===== src/rtl/muldiv_pkg.sv =====
// Shared encodings for the M-extension multiply/divide sequencer:
// funct codes, FSM state encoding and default widths.
package muldiv_pkg;

  localparam int DEF_WIDTH = 32;
  localparam int DEF_CNT_W = 6;

  localparam logic [2:0] F_MUL    = 3'd0;
  localparam logic [2:0] F_MULH   = 3'd1;
  localparam logic [2:0] F_MULHSU = 3'd2;
  localparam logic [2:0] F_MULHU  = 3'd3;
  localparam logic [2:0] F_DIV    = 3'd4;
  localparam logic [2:0] F_DIVU   = 3'd5;
  localparam logic [2:0] F_REM    = 3'd6;
  localparam logic [2:0] F_REMU   = 3'd7;

  typedef enum logic [1:0] {
    ST_IDLE,
    ST_CALC,
    ST_FIX,
    ST_DONE
  } state_t;

endpackage


===== src/rtl/muldiv_datapath.sv =====
// Iterative shift-add multiplier / restoring divider on operand magnitudes.
// acc holds {hi, lo} of the product, or {remainder, quotient} while dividing.
module muldiv_datapath #(
  parameter int WIDTH = 32,
  parameter int CNT_W = 6
) (
  input  logic               clk,
  input  logic               rst,
  input  logic               load,
  input  logic               step,
  input  logic               fix,
  input  logic               load_div,
  input  logic               load_hi,
  input  logic               load_neg,
  input  logic [2*WIDTH-1:0] load_acc,
  input  logic [WIDTH-1:0]   load_opnd,
  output logic               cnt_one,
  output logic [WIDTH-1:0]   result
);

  logic [2*WIDTH-1:0] acc_reg, acc_step, prod_fixed;
  logic [WIDTH-1:0]   opnd_reg, result_reg, rem_sub, half, half_fixed, fix_val;
  logic [WIDTH:0]     add_sum, rem_shift;
  logic [CNT_W-1:0]   cnt_reg;
  logic               div_reg, hi_reg, neg_reg, borrow;

  always_comb begin
    add_sum   = {1'b0, acc_reg[2*WIDTH-1:WIDTH]} + (acc_reg[0] ? {1'b0, opnd_reg} : '0);
    rem_shift = {acc_reg[2*WIDTH-1:WIDTH], acc_reg[WIDTH-1]};
    borrow    = rem_shift < {1'b0, opnd_reg};
    // No borrow means the true difference is below the divisor, so W bits suffice.
    rem_sub   = rem_shift[WIDTH-1:0] - opnd_reg;
    if (div_reg)
      acc_step = borrow ? {rem_shift[WIDTH-1:0], acc_reg[WIDTH-2:0], 1'b0}
                        : {rem_sub, acc_reg[WIDTH-2:0], 1'b1};
    else
      acc_step = {add_sum, acc_reg[WIDTH-1:1]};
  end

  always_comb begin
    prod_fixed = neg_reg ? -acc_reg : acc_reg;
    half       = hi_reg ? acc_reg[2*WIDTH-1:WIDTH] : acc_reg[WIDTH-1:0];
    half_fixed = neg_reg ? -half : half;
    if (div_reg)
      fix_val = half_fixed;
    else
      fix_val = hi_reg ? prod_fixed[2*WIDTH-1:WIDTH] : prod_fixed[WIDTH-1:0];
  end

  always_ff @(posedge clk or posedge rst) begin
    if (rst) begin
      acc_reg    <= '0;
      opnd_reg   <= '0;
      cnt_reg    <= '0;
      div_reg    <= 1'b0;
      hi_reg     <= 1'b0;
      neg_reg    <= 1'b0;
      result_reg <= '0;
    end else begin
      if (load) begin
        acc_reg  <= load_acc;
        opnd_reg <= load_opnd;
        cnt_reg  <= CNT_W'(WIDTH);
        div_reg  <= load_div;
        hi_reg   <= load_hi;
        neg_reg  <= load_neg;
      end else if (step) begin
        acc_reg <= acc_step;
        cnt_reg <= cnt_reg - CNT_W'(1);
      end
      if (fix)
        result_reg <= fix_val;
    end
  end

  assign cnt_one = (cnt_reg == CNT_W'(1));
  assign result  = result_reg;

endmodule


===== src/rtl/muldiv_sequencer.sv =====
// M-extension multi-cycle controller: FSM, stall and special-case detection.
// Define MULDIV_EARLY_OUT_EN to send zero-operand ops straight to FIX.
module muldiv_sequencer
  import muldiv_pkg::*;
#(
  parameter int WIDTH = DEF_WIDTH,
  parameter int CNT_W = DEF_CNT_W
) (
  input  logic             clk,
  input  logic             rst,
  input  logic             start,
  input  logic [2:0]       funct,
  input  logic [WIDTH-1:0] rs1_data,
  input  logic [WIDTH-1:0] rs2_data,
  output logic             stall,
  output logic             busy,
  output logic             done,
  output logic [WIDTH-1:0] result
);

  localparam logic [WIDTH-1:0] MIN_NEG  = {1'b1, {(WIDTH-1){1'b0}}};
  localparam logic [WIDTH-1:0] ALL_ONES = {WIDTH{1'b1}};

  state_t state_reg, state_next;

  logic               signed_a, signed_b, sel_hi, is_rem, is_div;
  logic               sa, sb, div_zero, overflow, early, special;
  logic               load, step, fix, cnt_one, load_neg;
  logic [WIDTH-1:0]   a_mag, b_mag, load_opnd;
  logic [2*WIDTH-1:0] load_acc;

  always_comb begin
    signed_a = 1'b0;
    signed_b = 1'b0;
    sel_hi   = 1'b0;
    is_rem   = 1'b0;
    case (funct)
      F_MUL:    ;
      F_MULH:   begin signed_a = 1'b1; signed_b = 1'b1; sel_hi = 1'b1; end
      F_MULHSU: begin signed_a = 1'b1; sel_hi = 1'b1; end
      F_MULHU:  sel_hi = 1'b1;
      F_DIV:    begin signed_a = 1'b1; signed_b = 1'b1; end
      F_DIVU:   ;
      F_REM:    begin signed_a = 1'b1; signed_b = 1'b1; sel_hi = 1'b1; is_rem = 1'b1; end
      F_REMU:   begin sel_hi = 1'b1; is_rem = 1'b1; end
      default:  ;
    endcase
  end

  assign is_div   = funct[2];
  assign sa       = signed_a & rs1_data[WIDTH-1];
  assign sb       = signed_b & rs2_data[WIDTH-1];
  assign a_mag    = sa ? -rs1_data : rs1_data;
  assign b_mag    = sb ? -rs2_data : rs2_data;
  assign div_zero = is_div & (rs2_data == '0);
  assign overflow = is_div & signed_a & (rs1_data == MIN_NEG) & (rs2_data == ALL_ONES);

`ifdef MULDIV_EARLY_OUT_EN
  assign early = (~is_div & ((rs1_data == '0) | (rs2_data == '0)))
               | (is_div & (rs1_data == '0) & (rs2_data != '0));
`else
  assign early = 1'b0;
`endif

  assign special = div_zero | overflow | early;

  // Special cases preload acc so the FIX stage's normal selection yields the answer.
  always_comb begin
    load_acc  = {{WIDTH{1'b0}}, is_div ? a_mag : b_mag};
    load_opnd = is_div ? b_mag : a_mag;
    load_neg  = is_rem ? sa : (sa ^ sb);
    if (div_zero) begin
      load_acc = {rs1_data, ALL_ONES};
      load_neg = 1'b0;
    end else if (overflow) begin
      load_acc = {{WIDTH{1'b0}}, MIN_NEG};
      load_neg = 1'b0;
    end else if (early) begin
      load_acc = '0;
      load_neg = 1'b0;
    end
  end

  always_ff @(posedge clk or posedge rst) begin
    if (rst)
      state_reg <= ST_IDLE;
    else
      state_reg <= state_next;
  end

  always_comb begin
    state_next = state_reg;
    load       = 1'b0;
    step       = 1'b0;
    fix        = 1'b0;
    stall      = 1'b0;
    done       = 1'b0;
    case (state_reg)
      ST_IDLE: if (start) begin
        load       = 1'b1;
        stall      = 1'b1;
        state_next = special ? ST_FIX : ST_CALC;
      end
      ST_CALC: begin
        step  = 1'b1;
        stall = 1'b1;
        if (cnt_one)
          state_next = ST_FIX;
      end
      ST_FIX: begin
        fix        = 1'b1;
        stall      = 1'b1;
        state_next = ST_DONE;
      end
      ST_DONE: begin
        done       = 1'b1;
        state_next = ST_IDLE;
      end
      default: state_next = ST_IDLE;
    endcase
  end

  assign busy = (state_reg != ST_IDLE);

  muldiv_datapath #(
    .WIDTH(WIDTH),
    .CNT_W(CNT_W)
  ) u_datapath (
    .clk      (clk),
    .rst      (rst),
    .load     (load),
    .step     (step),
    .fix      (fix),
    .load_div (is_div),
    .load_hi  (sel_hi),
    .load_neg (load_neg),
    .load_acc (load_acc),
    .load_opnd(load_opnd),
    .cnt_one  (cnt_one),
    .result   (result)
  );

endmodule

===== config.mk =====
export PLATFORM = sky130hd
export DESIGN_NAME = muldiv_sequencer
export DESIGN_NICKNAME = d
export VERILOG_FILES = /design/src/rtl/muldiv_pkg.sv /design/src/rtl/muldiv_datapath.sv /design/src/rtl/muldiv_sequencer.sv
export SDC_FILE = /design/constraint.sdc
export NUM_CORES = 1
export LEC_CHECK = 0
export BUFFER_PORTS_ARGS = -buffer_cell sky130_fd_sc_hd__buf_2
export CAP_MARGIN = 20
export CORE_ASPECT_RATIO = 1.1
export CORE_UTILIZATION = 40
export DETAILED_ROUTE_END_ITERATION = 7
export SYNTH_ARGS = -nofsm -noshare
export SYNTH_HDL_FRONTEND = slang
export SYNTH_HIERARCHICAL = 1
export SYNTH_SLANG_ARGS = --single-unit

===== constraint.sdc =====
create_clock -name clk -period 4.7 [get_ports clk]
set_clock_uncertainty 0.1 [all_clocks]
set_input_delay 0.235 -clock clk [delete_from_list [all_inputs] [get_ports clk]]
set_output_delay 0.235 -clock clk [all_outputs]
set_load 0.005 [all_outputs]

==> results of run 1 <==
## power breakdown
part | internal (mW) | switching (mW)
sequential | 1.81 | 0.931
clock | 0.944 | 0.575
combinational | 4.04 | 5.90
total | 6.79 | 7.41
## synth_stat cells (all sizes together) (7+ instances only)
cell type	number
and2	40
a22oi	9
o211ai	16
buf	51
dfrtp	139
a221oi	10
inv	83
nor3	58
or4	21
nand2	213
a21oi	161
and3	16
nand4	21
clkbuf	118
xnor2	111
mux2i	98
or2	15
nor4	20
nor3b	13
a221o	10
nor2b	7
nand3	29
a211o	12
or3	27
o21bai	18
a41oi	8
o22ai	11
a211oi	24
a31oi	30
mux2	19
o21ai	224
o31ai	29
ha	75
o21a	16
nor2	210
a21o	36
o41ai	17
nand2b	23
xor2	88
## worst register-to-register path, delay by kind of cell (launching register included)
kind / cells / cell delay [ns]
mux: 2 / 0.34
flops: 1 / 0.54
compound gates: 7 / 2.27
buf+inv: 1 / 0.28
fa+ha+maj: 1 / 0.43
## final timing paths
path	slack [ns]	end	startpoint	depth (start not counted)
setup / recovery	0.62	u_datapath/acc_reg[39]$_DFFE_PP0P_	u_datapath/acc_reg[33]$_DFFE_PP0P_	11
hold / removal	0.11	state_reg[1]$_DFFE_PP0P_	rst	3
setup reg to reg	0.62	u_datapath/acc_reg[39]$_DFFE_PP0P_	u_datapath/acc_reg[33]$_DFFE_PP0P_	11
hold reg to reg	0.37	u_datapath/result[26]$_DFFE_PP0P_	u_datapath/result[26]$_DFFE_PP0P_	1
max in group asynchronous	2.84	u_datapath/opnd_reg[22]$_DFFE_PP0P_	rst	4
min in group clk	0.11	u_datapath/acc_reg[50]$_DFFE_PP0P_	rs1_data[18]	3
## per-stage QoR
| stage | area (um^2) | setup slack, ns | instances |
|---|---|---|---|
| final | 18000 | 0.621 | 2735 |
| after global routing | 18000 | 0.487 | 2735 |
| after CTS | 18000 | 0.707 | 2734 |
| after detailed placement | 17300 | 0.732 | 2701 |
| after global placement | 17300 | 0.770 | 2701 |
| after floorplan | 16500 | 0.697 | 2207 |
## layer usage
layer / part of all wire / routed length (um) / vias to the layer above / track usage
met5: 0 / 0 / - / 0
met1: 0.46 / 26900 / 7968 / 0.385
met3: 0.066 / 3910 / 98 / 0.0394
met4: 0.032 / 1870 / 0 / 0.103
met2: 0.45 / 26400 / 606 / 0.446
li1: - / - / 7976 / -
## layout make-up
cell class                      count  area [um^2]  share of cell area
Timing Repair Buffer              152          906              0.0503
Clock buffer                       22          484              0.0269
Inverter                           85          324              0.0180
Sequential cell                   139         3490               0.194
Tap cell                          513          642              0.0356
Clock inverter                     10          163             0.00903
Multi-Input combinational cell   1814        12000               0.667
## kinds of logic (layout without fill, tap and decap cells)
logic type                 after synthesis  after routing
and+or+nand+nor                        735            735
AOI/OAI and AO/OA                      686            686
buffers and inverters                  254            269
xor gates and xnor gates               199            199
DFF                                    139            139
muxes                                  117            117
adders and majority gates               77             77
==> results.toml, run 1 <==
[logic_synthesis]
synth_nets = 2354
synth_ff_type = "dfrtp_1"
synth-compound-area-share = 0.266
yosysSeqAreaShare = 0.211
synth_cell_type_count = 101
synth_edf_count = 0
synthSimpleGateAreaFrac = 0.223
synth_top_area_frac = 0.211
yosysTopAreaCell = "dfrtp_1"
synth_area_leaders = "dfrtp_1, o21ai_0, mux2i_1"
mappedNetlistArea_um2 = 16500
synthAdderAreaFrac = 0.0594
muxShareOfSynthArea = 0.0727
ys_ff_latch = 139
synth_top_family_by_area = "compound AO/OA/AOI/OAI gates"
synth-xor-area-share = 0.106
async_reset_ff_frac = 1.00
synth_warnings = 6
synth.avg_cell_area_um2 = 7.47
synthCells = 2207

[placement]
port_buffers = 104
place_congestion = 0.946
dp_hpwl_um = 45900

[grt]
grt_antenna_before_repair = 0
grt_max_degree = 100
grt_pass1_vias = 15700
grt_first_pass_wirelength_um = 91900
grtUsageTotal = 0.281
grt_overflow = 0

[sta]
fmax_ghz = 0.245
relSlewSlack = 0.267
hold_ws_ns = 0.105
drv_slew = 0
period_share = 0.868
setup_violations = 0
rsz0062_at_grt = "no"
hold_viol_final = 0
worst_pin_slew_ns = 1.10
finalCriticalPeriod_ns = 4.08
tns_ns = 0

[floorplanning]
num_rows = 77
io_pins = 105
start_util = 0.408
die_w_um = 196
dieArea_um2 = 42000
fp.dieH_um = 215
core_area_um2 = 40400

[finish]
final_common_cell = "o21ai_0"
drive_gt1_frac = 0.118
fin_nets = 2356
largest_reg_flops = 64
fin_util = 0.446
syn_to_final_growth_pct = 9.24
num-fill-cells = 4095
diodes = 0
mostFrequentLayoutCells = "o21ai_0, nand2_1, nor2_1"

[worst_setup_path]
crit_chain = "ha_1 -> o21ai_0 -> a21oi_1 -> o31ai_1 -> a21oi_1 -> o21ai_0 -> a31oi_4 -> buf_12 -> mux2i_1 -> mux2i_1 -> a221o_1"
slowest_stage = "a31oi_4"
crit_type = "flop to flop"
critPathArrivalTime_ns = 4.32
crit_path_end_kind = "flop"
critPathMaxFanout = 30
critPathLaunchType = "flop"
required_ns = 4.94
crit_family = "compound AO/OA/AOI/OAI gates"
path_buf_inv = 1
max_stage_delay_ns = 0.57

[power]
vdd_drop_max_mv = 0.314
power.density_nw_per_um2 = 788
p_total_mw = 14.2
p_leak_nw = 7.57

[clock_network]
cts_tree = "done"
cts.sinks = 139
cts.repair.resized = 0
cts_max_level = 4
cts_hold_buf = 1
cts.clk_slew.worst_paths_ns = 0.06
cts_buffers = 17
cts_setup_buffers = 0
cts_root_buf = "clkbuf_16"
cts_max_path_buffers = 2
insertion_delay_ns = 0.46

[drt]
dr.pass1.iters = 6
vias = 16600
route.detailed.wl_per_inst_um = 21.6
viasPerCell = 6.09
ant_nets = 0
wirelength_um = 59000
drc = 0
drt-initial-drc-count = 1434

[hold_path]
holdCritPathClass = "primary input to asynchronous set/reset pin"

[status]
status = "complete, no violations"

[flow_run]
maxCapViolations = 0
Power figures use the tool's default switching activity.
==> run 2, diff against run 1 <==
Settings changed: PLACE_DENSITY_LB_ADDON set to 0.25, RECOVER_POWER set to 100.
==> results.toml, run 2 (synthesis gave the netlist of run 1 again) <==
[worst_setup_path]
max_stage_delay_ns = 0.59
crit_path_end_kind = "flop"
r2r_setup_slack_ns = 0.51
crit_family = "compound AO/OA/AOI/OAI gates"
slowest_stage = "dfrtp_1"
path_common_cell = "a31oi_1"
critPathMaxFanout = 10
crit_chain = "inv_1 -> ha_1 -> fa_1 -> nand2b_1 -> a21o_1 -> a211oi_1 -> o21bai_1 -> o41ai_1 -> clkbuf_1 -> nand4_1 -> a31oi_1 -> mux2i_1 -> a31oi_1"
critPathLaunchType = "flop"
critPathArrivalTime_ns = 4.42
required_ns = 4.94
crit_type = "flop to flop"
path_buf_inv = 2

[grt]
grt_overflow = 0
grt_pass1_vias = 15500
grtUsageTotal = 0.272
grt_first_pass_wirelength_um = 89700
grt_antenna_before_repair = 0
grt_max_degree = 183

[clock_network]
cts_setup_buffers = 0
insertion_delay_ns = 0.46
cts.clk_slew.worst_paths_ns = 0.06
cts_hold_buf = 1
cts_max_path_buffers = 2
cts_tree = "done"
cts_root_buf = "clkbuf_16"
cts_max_level = 4
cts.sinks = 139
cts_buffers = 17
cts.repair.resized = 0

[drt]
drc = 0
dr.pass1.iters = 6
viasPerCell = 6.03
ant_nets = 0
route.detailed.wl_per_inst_um = 21.1
drt-initial-drc-count = 1512
wirelength_um = 57400
vias = 16400

[finish]
mostFrequentLayoutCells = "o21ai_0, nand2_1, nor2_1"
final_common_cell = "o21ai_0"
num-fill-cells = 4150
drive_gt1_frac = 0.0914
fin_nets = 2343
diodes = 0
fin_cells = 2722
largest_reg_flops = 64
syn_to_final_growth_pct = 7.06

[status]
status = "complete, but fails checks"
violations = "capacitance limit, slew limit"

[floorplanning]
io_pins = 105
die_w_um = 196
core_area_um2 = 40400
start_util = 0.408
fp.dieH_um = 215
dieArea_um2 = 42000
num_rows = 77

[sta]
fmax_ghz = 0.239
tns_ns = 0
setup_violations = 0
rsz0062_at_grt = "no"
hold_viol_final = 0
period_share = 0.891
relSlewSlack = -0.978
drv_slew = 115
worst_pin_slew_ns = 2.97
finalCriticalPeriod_ns = 4.19

[power]
p_int_mw = 6.47
clkPwrFrac = 0.093
p_comb_frac = 0.700
p_sw_mw = 7.28
vdd_drop_max_mv = 0.373
p_leak_nw = 7.37
power_frac_seq = 0.207
power.density_nw_per_um2 = 779
p_sw_frac = 0.529
p_total_mw = 13.8

[hold_path]
holdCritPathClass = "primary input to asynchronous set/reset pin"

[flow_run]
maxCapViolations = 2

[placement]
port_buffers = 104
place_congestion = 0.943
dp_hpwl_um = 43900
place_inst = 2689
[run 2: final timing paths]
check                                                     endpoint                                from  cells after the start
worst max-delay path            u_datapath/acc_reg[62]$_DFFE_PP0P_  u_datapath/acc_reg[31]$_DFFE_PP0P_                     13
max in group asynchronous        u_datapath/result[27]$_DFFE_PP0P_                                 rst                      4
min in group clk                u_datapath/acc_reg[50]$_DFFE_PP0P_                        rs1_data[18]                      3
worst max register to register  u_datapath/acc_reg[62]$_DFFE_PP0P_  u_datapath/acc_reg[31]$_DFFE_PP0P_                     13
worst min register to register   u_datapath/result[12]$_DFFE_PP0P_   u_datapath/result[12]$_DFFE_PP0P_                      1
worst min-delay path                      state_reg[0]$_DFFE_PP0P_                                 rst                      3
[run 2: power groups by stage]
stage          sequential (mW)  combinational [mW]  clock, mW
2_1_floorplan             2.20                7.68          0
3_3_place_gp              2.82                9.45          0
5_1_grt                   2.93                10.6       1.35
6_report                  2.84                9.62       1.29
4_1_cts                   2.82                9.57       1.31
3_5_place_dp              2.84                9.51          0
[run 2: worst register-to-register path: cells and delay by family (launching register included)]
| family | cells | cell delay, ns |
|---|---|---|
| muxes | 1 | 0.29 |
| buffers and inverters | 2 | 0.39 |
| and+or+nand+nor | 2 | 0.34 |
| DFF | 1 | 0.59 |
| adders and majority gates | 2 | 0.68 |
| AOI/OAI and AO/OA | 6 | 1.67 |
[run 2: per-stage QoR]
step	area (um^2)	utilization	hold slack [ns]	worst slack [ns]
3_3_place_gp	17300	0.427	0.0283	0.758
6_report	17600	0.437	0.0592	0.514
3_5_place_dp	17300	0.427	0.0296	0.756
5_1_grt	17600	0.437	0.0830	0.283
2_1_floorplan	16500	-	-0.124	0.697
4_1_cts	17800	0.441	0.0747	0.724
[run 2: routing by layer]
metal	GRT usage	part of all wire
met1	0.381	0.47
met2	0.431	0.45
met3	0.0326	0.061
met4	0.0908	0.025
met5	0	0
[run 2: final cells by class]
type                       count  area [um^2]  share of cell area
multi-input combinational   1814        11900               0.675
sequential                   139         3490               0.198
timing repair buffer         139          764              0.0433
tap                          513          642              0.0364
clock buffer                  22          454              0.0257
inverter                      85          319              0.0181
clock inverter                10         75.1             0.00425
